`src/rtl/lsu_initiator.sv`:
```
// Load/store initiator between the MEM stage and a word-wide data memory.
// One request is in flight at a time. Accesses that straddle a word boundary
// become two back-to-back word transactions, or an error response when
// misaligned accesses are disabled. Every output is driven from a flop.

module lsu_initiator #(
    parameter bit ALLOW_MISALIGNED = 1'b1
) (
    input  logic        clk,
    input  logic        reset,
    input  logic        req_valid,
    output logic        req_ready,
    input  logic        req_we,
    input  logic [2:0]  req_funct3,
    input  logic [31:0] req_addr,
    input  logic [31:0] req_wdata,
    output logic        resp_valid,
    output logic        resp_err,
    output logic [31:0] resp_data,
    output logic        mem_req_valid,
    input  logic        mem_req_ready,
    output logic        mem_we,
    output logic [29:0] mem_addr,
    output logic [3:0]  mem_be,
    output logic [31:0] mem_wdata,
    input  logic        mem_rvalid,
    input  logic [31:0] mem_rdata
);

    localparam logic [2:0] S_IDLE  = 3'd0;
    localparam logic [2:0] S_REQ0  = 3'd1;
    localparam logic [2:0] S_WAIT0 = 3'd2;
    localparam logic [2:0] S_REQ1  = 3'd3;
    localparam logic [2:0] S_WAIT1 = 3'd4;
    localparam logic [2:0] S_RESP  = 3'd5;

    // Access size in bytes: B/BU = 1, H/HU = 2, W = 4.
    function automatic logic [2:0] size_bytes(input logic [2:0] f3);
        logic [2:0] n;
        case (f3[1:0])
            2'b00:   n = 3'd1;
            2'b01:   n = 3'd2;
            default: n = 3'd4;
        endcase
        return n;
    endfunction

    // Encodings with no meaning; unsigned variants have no meaning for stores.
    function automatic logic illegal_f3(input logic we, input logic [2:0] f3);
        logic bad;
        case (f3)
            3'b000, 3'b001, 3'b010: bad = 1'b0;
            3'b100, 3'b101:         bad = we;
            default:                bad = 1'b1;
        endcase
        return bad;
    endfunction

    // True when the access runs past the end of its first word.
    function automatic logic is_split(input logic [1:0] o, input logic [2:0] f3);
        return ({2'b00, o} + {1'b0, size_bytes(f3)}) > 4'd4;
    endfunction

    // Byte-lane mask spanning two words: low nibble for word 0, high for word 1.
    function automatic logic [7:0] byte_mask(input logic [1:0] o, input logic [2:0] f3);
        logic [7:0] base;
        case (f3[1:0])
            2'b00:   base = 8'h01;
            2'b01:   base = 8'h03;
            default: base = 8'h0F;
        endcase
        return base << o;
    endfunction

    // Store data trimmed to the access size and shifted onto its byte lanes.
    function automatic logic [63:0] lane_data(input logic [1:0] o, input logic [2:0] f3,
                                              input logic [31:0] wd);
        logic [31:0] keep;
        case (f3[1:0])
            2'b00:   keep = 32'h0000_00FF;
            2'b01:   keep = 32'h0000_FFFF;
            default: keep = 32'hFFFF_FFFF;
        endcase
        return {32'h0000_0000, wd & keep} << {o, 3'b000};
    endfunction

    // Right-align returned bytes and sign- or zero-extend them.
    function automatic logic [31:0] load_extend(input logic [2:0] f3, input logic [1:0] o,
                                                input logic [31:0] hi, input logic [31:0] lo);
        logic [63:0] d;
        logic [31:0] r;
        d = {hi, lo} >> {o, 3'b000};
        case (f3)
            3'b000:  r = {{24{d[7]}}, d[7:0]};
            3'b001:  r = {{16{d[15]}}, d[15:0]};
            3'b010:  r = d[31:0];
            3'b100:  r = {24'h00_0000, d[7:0]};
            3'b101:  r = {16'h0000, d[15:0]};
            default: r = 32'h0000_0000;
        endcase
        return r;
    endfunction

    logic [2:0]  state_q, state_d;
    logic        we_q, we_d;
    logic [2:0]  f3_q, f3_d;
    logic [31:0] addr_q, addr_d;
    logic [31:0] wdata_q, wdata_d;
    logic [31:0] lo_q, lo_d;
    logic        req_ready_q, req_ready_d;
    logic        resp_valid_q, resp_valid_d;
    logic        resp_err_q, resp_err_d;
    logic [31:0] resp_data_q, resp_data_d;
    logic        mem_req_valid_q, mem_req_valid_d;
    logic        mem_we_q, mem_we_d;
    logic [29:0] mem_addr_q, mem_addr_d;
    logic [3:0]  mem_be_q, mem_be_d;
    logic [31:0] mem_wdata_q, mem_wdata_d;

    logic [7:0]  in_mask_s, cap_mask_s;
    logic [63:0] in_lane_s, cap_lane_s;

    assign in_mask_s  = byte_mask(req_addr[1:0], req_funct3);
    assign in_lane_s  = lane_data(req_addr[1:0], req_funct3, req_wdata);
    assign cap_mask_s = byte_mask(addr_q[1:0], f3_q);
    assign cap_lane_s = lane_data(addr_q[1:0], f3_q, wdata_q);

    // Next-state, request capture and next values of every registered output.
    always_comb begin
        state_d         = state_q;
        we_d            = we_q;
        f3_d            = f3_q;
        addr_d          = addr_q;
        wdata_d         = wdata_q;
        lo_d            = lo_q;
        resp_valid_d    = 1'b0;
        resp_err_d      = 1'b0;
        resp_data_d     = 32'h0000_0000;
        mem_req_valid_d = mem_req_valid_q;
        mem_we_d        = mem_we_q;
        mem_addr_d      = mem_addr_q;
        mem_be_d        = mem_be_q;
        mem_wdata_d     = mem_wdata_q;

        case (state_q)
            S_IDLE: begin
                if (req_valid && req_ready_q) begin
                    we_d    = req_we;
                    f3_d    = req_funct3;
                    addr_d  = req_addr;
                    wdata_d = req_wdata;
                    if (illegal_f3(req_we, req_funct3) ||
                        (!ALLOW_MISALIGNED && is_split(req_addr[1:0], req_funct3))) begin
                        state_d      = S_RESP;
                        resp_valid_d = 1'b1;
                        resp_err_d   = 1'b1;
                    end else begin
                        state_d         = S_REQ0;
                        mem_req_valid_d = 1'b1;
                        mem_we_d        = req_we;
                        mem_addr_d      = req_addr[31:2];
                        mem_be_d        = in_mask_s[3:0];
                        mem_wdata_d     = in_lane_s[31:0];
                    end
                end else begin
                    state_d = S_IDLE;
                end
            end
            S_REQ0, S_REQ1: begin
                if (mem_req_ready) begin
                    state_d         = (state_q == S_REQ0) ? S_WAIT0 : S_WAIT1;
                    mem_req_valid_d = 1'b0;
                    mem_we_d        = 1'b0;
                    mem_addr_d      = 30'h0000_0000;
                    mem_be_d        = 4'h0;
                    mem_wdata_d     = 32'h0000_0000;
                end else begin
                    state_d = state_q;
                end
            end
            S_WAIT0: begin
                if (mem_rvalid) begin
                    lo_d = mem_rdata;
                    if (is_split(addr_q[1:0], f3_q)) begin
                        state_d         = S_REQ1;
                        mem_req_valid_d = 1'b1;
                        mem_we_d        = we_q;
                        mem_addr_d      = addr_q[31:2] + 30'd1;
                        mem_be_d        = cap_mask_s[7:4];
                        mem_wdata_d     = cap_lane_s[63:32];
                    end else begin
                        state_d      = S_RESP;
                        resp_valid_d = 1'b1;
                        resp_data_d  = we_q ? 32'h0000_0000
                                            : load_extend(f3_q, addr_q[1:0], 32'h0000_0000, mem_rdata);
                    end
                end else begin
                    state_d = S_WAIT0;
                end
            end
            S_WAIT1: begin
                if (mem_rvalid) begin
                    state_d      = S_RESP;
                    resp_valid_d = 1'b1;
                    resp_data_d  = we_q ? 32'h0000_0000
                                        : load_extend(f3_q, addr_q[1:0], mem_rdata, lo_q);
                end else begin
                    state_d = S_WAIT1;
                end
            end
            S_RESP: begin
                state_d = S_IDLE;
            end
            default: begin
                state_d = S_IDLE;
            end
        endcase

        req_ready_d = (state_d == S_IDLE);
    end

    // State, captured request and output registers; reset aborts any transfer.
    always_ff @(posedge clk or negedge reset) begin
        if (!reset) begin
            state_q         <= S_IDLE;
            we_q            <= 1'b0;
            f3_q            <= 3'b000;
            addr_q          <= 32'h0000_0000;
            wdata_q         <= 32'h0000_0000;
            lo_q            <= 32'h0000_0000;
            req_ready_q     <= 1'b1;
            resp_valid_q    <= 1'b0;
            resp_err_q      <= 1'b0;
            resp_data_q     <= 32'h0000_0000;
            mem_req_valid_q <= 1'b0;
            mem_we_q        <= 1'b0;
            mem_addr_q      <= 30'h0000_0000;
            mem_be_q        <= 4'h0;
            mem_wdata_q     <= 32'h0000_0000;
        end else begin
            state_q         <= state_d;
            we_q            <= we_d;
            f3_q            <= f3_d;
            addr_q          <= addr_d;
            wdata_q         <= wdata_d;
            lo_q            <= lo_d;
            req_ready_q     <= req_ready_d;
            resp_valid_q    <= resp_valid_d;
            resp_err_q      <= resp_err_d;
            resp_data_q     <= resp_data_d;
            mem_req_valid_q <= mem_req_valid_d;
            mem_we_q        <= mem_we_d;
            mem_addr_q      <= mem_addr_d;
            mem_be_q        <= mem_be_d;
            mem_wdata_q     <= mem_wdata_d;
        end
    end

    assign req_ready     = req_ready_q;
    assign resp_valid    = resp_valid_q;
    assign resp_err      = resp_err_q;
    assign resp_data     = resp_data_q;
    assign mem_req_valid = mem_req_valid_q;
    assign mem_we        = mem_we_q;
    assign mem_addr      = mem_addr_q;
    assign mem_be        = mem_be_q;
    assign mem_wdata     = mem_wdata_q;

endmodule
```
`config.mk`:
```
export PLATFORM = sky130hd
export DESIGN_NAME = lsu_initiator
export DESIGN_NICKNAME = d
export VERILOG_FILES = /design/src/rtl/lsu_initiator.sv
export SDC_FILE = /design/constraint.sdc
export NUM_CORES = 1
export LEC_CHECK = 0
export ABC_AREA = 1
export ABC_CLOCK_PERIOD_IN_PS = 2600
export CORE_MARGIN = 2
export CORE_UTILIZATION = 49
export CTS_BUF_LIST = sky130_fd_sc_hd__clkbuf_8 sky130_fd_sc_hd__clkbuf_16
export DETAILED_ROUTE_END_ITERATION = 16
export PLACE_DENSITY = 0.78
export SYNTH_ARGS = -nofsm -noshare
export SYNTH_HDL_FRONTEND = slang
export SYNTH_SLANG_ARGS = --single-unit
```
`constraint.sdc`:
```
create_clock -name clk -period 2.6 [get_ports clk]
set_input_delay 0.52 -clock clk [delete_from_list [all_inputs] [get_ports clk]]
set_output_delay 0.52 -clock clk [all_outputs]
set_load 0.02 [all_outputs]
```
# Word-level counts from Yosys, hierarchy flattened
# Cells that the tools add are included.
[word_totals]
ram_bits = 0
memories = 0
latchBits = 0
wordCells = 121
output_inout_bits = 103
in_bits = 105
rom_bits = 0
reg_bits = 206
[classes]
shift = 6
n_bitwise = 2
n_eq_ne = 19
muxes = 62
div_mod_pow = 0
addsub = 2
n_reduce_logical = 14
n_lt_le_gt_ge = 1
multipliers = 0
[op_table]
columns = ["operator", "n"]
rows = [
  ["$mux W32", 10],
  ["$pmux W32 S5", 2],
  ["$pmux W32 S2", 3],
  ["$mux W30", 5],
  ["$pmux W32 S3", 1],
  ["$pmux W30 S3", 1],
  ["$and A32 B32 Y32", 2],
  ["$shl A32 B5 Y64", 1],
  ["$shr A64 B5 Y32", 1],
  ["$shl A32 B5 Y32", 1],
  ["$shr A32 B5 Y32", 1],
  ["$add A30 B1 Y30 const B", 1],
  ["$mux W3", 8],
  ["$mux W4", 5],
  ["$mux W1", 18],
  ["$pmux W4 S2", 2],
  ["$eq A3 B3 Y1 const B", 5],
  ["$eq A3 B2 Y1 const B", 4],
  ["$logic_not A3 Y1", 4],
  ["$pmux W3 S4", 1],
  ["$pmux W4 S3", 1],
  ["$ne A2 B2 Y1 const B", 5],
  ["$eq A3 B1 Y1 const B", 3],
  ["$pmux W1 S3", 3],
  ["other kinds (14)", 18],
]

# Logic depth before layout (Yosys ltp)
# Gate-level depths: netlist of run 1.
[depth]
depth_word = 10
mapped_depth = 14
ltp_nobuf = 12

# Worst setup path after synthesis of run 1
# No wires, ideal clock.
[synth_path]
kind = "register to register"
start = "register addr_q[1]"
end = "register mem_be_q[2] (netlist: mem_be[2])"
arrival_time_ps = 2304
n_path_buf = 4
synth_period_minus_slack_ps = 2424
path_stages_with_launch = 13
setup_slack_ps = 176
path_cell_list = "dfrtp_1 inv_2 buf_2 clkbuf_1 fa_1 nand2_1 nand3_2 nand3_2 nand3_2 buf_6 buf_4 nand2_1 nand2_1"
[synth_between]
elab_chain_cells = 4
word_cells_on_any_way = 8
[synth_lines]
columns = ["element", "line_no", "source"]
rows = [
  ["start: declaration", "107", "logic [31:0] addr_q, addr_d;"],
  ["start signal: assignment", "244", "addr_q <= addr_d;"],
  ["$add A2 B3 Y4 / $shl A8 B2 Y8 (equally long branches)", "61, 72", ""],
  ["$gt A4 B3 Y1 / $mux W4 (equally long branches)", "61, 184", ""],
  ["$ne A2 B2 Y1 (no source line) / $mux W4 (equally long branches)", "-", ""],
  ["$reduce_and A6 Y1 (no source line) / $pmux W4 S3 (equally long branches)", "-", ""],
  ["end signal: assignment", "254", "mem_be_q <= mem_be_d;"],
  ["end: declaration", "117", "logic [3:0] mem_be_q, mem_be_d;"],
]
# Parallel ways exist; a longest one is shown, timed or not. The select of a mux whose other input is x is not followed.
# A chain may end at the register's enable or synchronous reset.

# Worst setup path in the final report of run 1
[layout_path]
start = "register f3_q[0]"
end = "register resp_data_q[11] (netlist: resp_data[11])"
[layout_between]
elab_chain_cells = 9
word_cells_on_any_way = 20
[layout_lines]
columns = ["element", "line_no", "source"]
rows = [
  ["start: declaration", "106", "logic [2:0] f3_q, f3_d;"],
  ["start signal: assignment", "227", "f3_q <= 3'b000;"],
  ["start signal: assignment", "243", "f3_q <= f3_d;"],
  ["$eq A2 B1 Y1 / $logic_not A2 Y1 (equally long branches)", "40", "case (f3[1:0])"],
  ["$pmux W3 S2", "40", ""],
  ["$mux W3", "182", "if (mem_rvalid) begin"],
  ["$mux W3", "145", "case (state_q)"],
  ["$add A2 B3 Y4", "61", "return ({2'b00, o} + {1'b0, size_bytes(f3)}) > 4'd4;"],
  ["$gt A4 B3 Y1", "61", ""],
  ["$mux W32", "184", "if (is_split(addr_q[1:0], f3_q)) begin"],
  ["$mux W32", "182", ""],
  ["$pmux W32 S2 *", "145", ""],
  ["net resp_data_d[11]", "113", "logic [31:0] resp_data_q, resp_data_d;"],
  ["end signal: assignment", "250", "resp_data_q <= resp_data_d;"],
  ["end: declaration", "113", ""],
]
# Mark *: on every way through the listed nets, which the timed path passes. The rest lies on a longest branch. The select of a mux whose other input is x is not followed.

==> impl_metrics.toml, run 1 <==
[status]
status = "complete, no violations"

[cts]
cts-htree-levels = 4
number_of_sinks_driven_by_the_clock_tree = 198
clkTransAtPathRegs_ns = 0.07
cts-buffers-inserted = 17
postCtsSetupRepairBufs = 0
tritoncts = "built"
clock_root_buffer = "sky130_fd_sc_hd__clkbuf_16"
clk_path_buf_depth = 2
cts_hold_buffers = 0
insertion_delay_ns = 0.46
cts_resized = 0

[timing]
setup-violations-final = 0
achievable-frequency_mhz = 426
clock-skew-final_ns = 0.0200
setup_repair_after_global_routing_missed_its_margin = "no"
post-route-period-util_pct = 90.3
final.min_clock_period_ns = 2.35
setup_tns_ns = 0
final_hold_viol_count = 0
maxSlewViolCount = 0
timing.final.ws_setup_ns = 0.251
tightest_slew_ns = 0.649
worst_relative_slew_slack_pct = 56.3

[routing]
routed_wire_length_per_instance_um = 16.6
first_pass_iters = 7
wl_um = 36600
drt_iter0_drc = 1211
via_count = 11900
ant_nets = 0
drc = 0
vias_per_cell = 5.42

[yosys]
average_cell_area_after_synthesis_um2 = 6.94
synth.yosys.seq_area_share_pct = 42.4
ys_warn_count = 0
synth_nets = 1792
netlist_instances = 1683
synth.ff_latch_count = 198
synth_area_um2 = 11700
synth.lib_cells_used.distinct = 42

[floorplan]
fp.dieH_um = 158
floorplan.die.width_um = 158
io_pins = 208
initial_utilization_pct = 49.8
die_area_um2 = 25100
coreArea_um2 = 23500
core.rowCount = 56

[global_route]
gr-usage-met3_pct = 6.67
grt_overflow = 0
groute.layer.met2.usage_pct = 46.0
global_route.usage.met1_pct = 41.1
global_route_wire_length_before_repair_um = 57700
grt.total_usage_pct = 29.5
global_route.peak_usage_layer = "met2"
via_count_of_the_first_global_routing_pass = 11200
pin_count_of_the_biggest_net_entering_global_routing = 107
antenna_found_initial = 0

[finish]
antenna_cells = 0
area_growth_synth_to_finish_pct = 27.0
layout.cells.most_common_list = "sky130_fd_sc_hd__nand2_1, sky130_fd_sc_hd__o21ai_0, sky130_fd_sc_hd__clkdlybuf4s50_1"
final_common_cell = "sky130_fd_sc_hd__nand2_1"
fin_util_pct = 63.2
nets = 1977
drive_gt1_share_pct = 7.07

[power]
pwr_density_cell_nw_per_um2 = 1170
sw_power_w = 0.00817
power.static_leakage_nw = 7.17
sw_frac_of_total_pct = 47.2
irDropWorstVdd_mv = 0.688
seq_power_share_pct = 29.9
power.clock.fraction_pct = 16.4
power.internal_w = 0.00914
share_comb_of_total_power_pct = 53.6

[setup_path]
path_class = "reg2reg"
regToRegEndpoint = "resp_data[11]$_DFF_PN0_"
setup.worst_path.start_class = "register"
worst-r2r-cell-count = 11
required_ns = 2.95
critical_path_peak_fanout = 21
rr_startpoint = "f3_q[0]$_DFFE_PN0P_"
worst_setup_path_end_kind = "register"
cp_data_arrival_time_ns = 2.70
worst-r2r-setup-slack_ns = 0.25

[placement]
preCtsSetupSlack_ns = 0.269
gp_congestion = 0.928
io_buffers = 207
detailedPlacementHpwl_um = 26800

[job]
cap_viol_max_count = 0

[min_path]
type_of_the_tightest_min_delay_check = "in2async"
==> cell families after synthesis <==
| family | after synthesis | share of synthesized area, % |
|---|---|---|
| buffers and inverters | 256 | 9.57 |
| and+or+nand+nor | 888 | 31.5 |
| adders and majority gates | 4 | 0.493 |
| muxes | 3 | 0.289 |
| AOI/OAI and AO/OA | 334 | 15.7 |
| DFF | 198 | 42.4 |
==> power groups by stage <==
stage                     clock [W]  combinational (W)  sequential (W)
after floorplan                   0            0.00553         0.00563
after detailed placement          0            0.00915         0.00521
after global placement            0            0.00900         0.00518
after CTS                   0.00288            0.00919         0.00516
final                       0.00285            0.00928         0.00518
after global routing        0.00300             0.0103         0.00533
==> state kept, by name, summed over array words and instances (netlist names) <==
signal / flops
mem_req_valid: 1
we_q: 1
addr_q: 32
mem_addr: 30
resp_valid: 1
resp_data: 32
f3_q: 3
resp_err: 1
mem_we: 1
req_ready: 1
state_q: 3
mem_be: 4
wdata_q: 24
mem_wdata: 32
lo_q: 32
==> metrics by stage <==
stage	total power, W	area (um^2)	hold WS (ns)	instances
2_1_floorplan	0.0112	11700	0.224	1683
3_3_place_gp	0.0142	14200	0.455	2168
3_5_place_dp	0.0144	14200	0.463	2168
4_1_cts	0.0172	14800	0.0183	2200
5_1_grt	0.0186	14800	0.0328	2200
6_report	0.0173	14800	0.0114	2200
==> synthesized netlist by cell type (all sizes together) <==
| master | number | area share [%] |
|---|---|---|
| dfstp | 1 | 0.22 |
| nor2 | 124 | 4.5 |
| and3 | 4 | 0.21 |
| nand2 | 628 | 20 |
| clkbuf | 19 | 0.61 |
| or2 | 11 | 0.59 |
| o21a | 1 | 0.064 |
| nor4 | 1 | 0.11 |
| dfrtp | 197 | 42 |
| clkinv | 2 | 0.064 |
| inv | 166 | 5.4 |
| a21boi | 3 | 0.19 |
| nand3b | 2 | 0.13 |
| ha | 3 | 0.32 |
| a21oi | 42 | 1.8 |
| and2 | 1 | 0.054 |
| a31oi | 1 | 0.054 |
| a32oi | 1 | 0.075 |
| o21ai | 230 | 9.9 |
| mux2 | 3 | 0.29 |
| fa | 1 | 0.17 |
| o211ai | 50 | 3.3 |
| buf | 69 | 3.5 |
| nor3 | 6 | 0.55 |
| a22oi | 3 | 0.19 |
| nand4 | 6 | 0.45 |
| nand3 | 105 | 4.7 |
| o22ai | 3 | 0.16 |
==> metal layers <==
layer,part of all wire (%),vias up,wire length [um]
met1,43,5550,15900
met2,45,544,16600
met5,0,-,0
met4,2.8,0,1020
met3,8.5,76,3120
li1,-,5748,-
==> cell type report <==
cell class | count | area, um^2
clock buffers | 17 | 425
clock inverters | 15 | 213
fillers | 2080 | 8630
inverters | 168 | 633
multi-input cells | 1229 | 5620
flip-flops and latches | 198 | 4960
well taps | 319 | 399
repair buffers | 254 | 2590
==> how the worst max path moves through the flow <==
stage,end,cells after the start,from,slack [ns]
after floorplan,mem_be[2]$_DFFE_PN0P_,12,addr_q[1]$_DFFE_PN0P_,0.18
after global placement,mem_wdata[12]$_DFFE_PN0P_,9,req_funct3[0],0.34
after detailed placement,resp_data[11]$_DFF_PN0_,11,f3_q[0]$_DFFE_PN0P_,0.27
after CTS,resp_data[11]$_DFF_PN0_,11,f3_q[0]$_DFFE_PN0P_,0.27
after global routing,resp_data[11]$_DFF_PN0_,11,f3_q[0]$_DFFE_PN0P_,0.08
final,resp_data[11]$_DFF_PN0_,11,f3_q[0]$_DFFE_PN0P_,0.25
==> worst max-delay path, cell delays in order, from the launching register on <==
cell,delay (ns)
sky130_fd_sc_hd__dfrtp_1,0.45
sky130_fd_sc_hd__nor2_2,0.21
sky130_fd_sc_hd__ha_1,0.20
sky130_fd_sc_hd__inv_1,0.06
sky130_fd_sc_hd__fa_1,0.47
sky130_fd_sc_hd__nand2_1,0.06
sky130_fd_sc_hd__nand3_2,0.11
sky130_fd_sc_hd__nand4_4,0.13
sky130_fd_sc_hd__nor2_4,0.23
sky130_fd_sc_hd__buf_12,0.19
sky130_fd_sc_hd__nand2_1,0.06
sky130_fd_sc_hd__o21ai_0,0.08
No activity file was read; power rests on OpenSTA's default activity.
==> inputs of run 2 (changes only) <==
--- a/config.mk
+++ b/config.mk
@@ -7,6 +7,7 @@
 export LEC_CHECK = 0
 export ABC_AREA = 1
 export ABC_CLOCK_PERIOD_IN_PS = 2600
+export CAP_MARGIN = 25
 export CORE_MARGIN = 2
 export CORE_UTILIZATION = 49
 export CTS_BUF_LIST = sky130_fd_sc_hd__clkbuf_8 sky130_fd_sc_hd__clkbuf_16
==> results of run 2 <==
The final DEF is identical to that of run 1; final timing and power are the same.
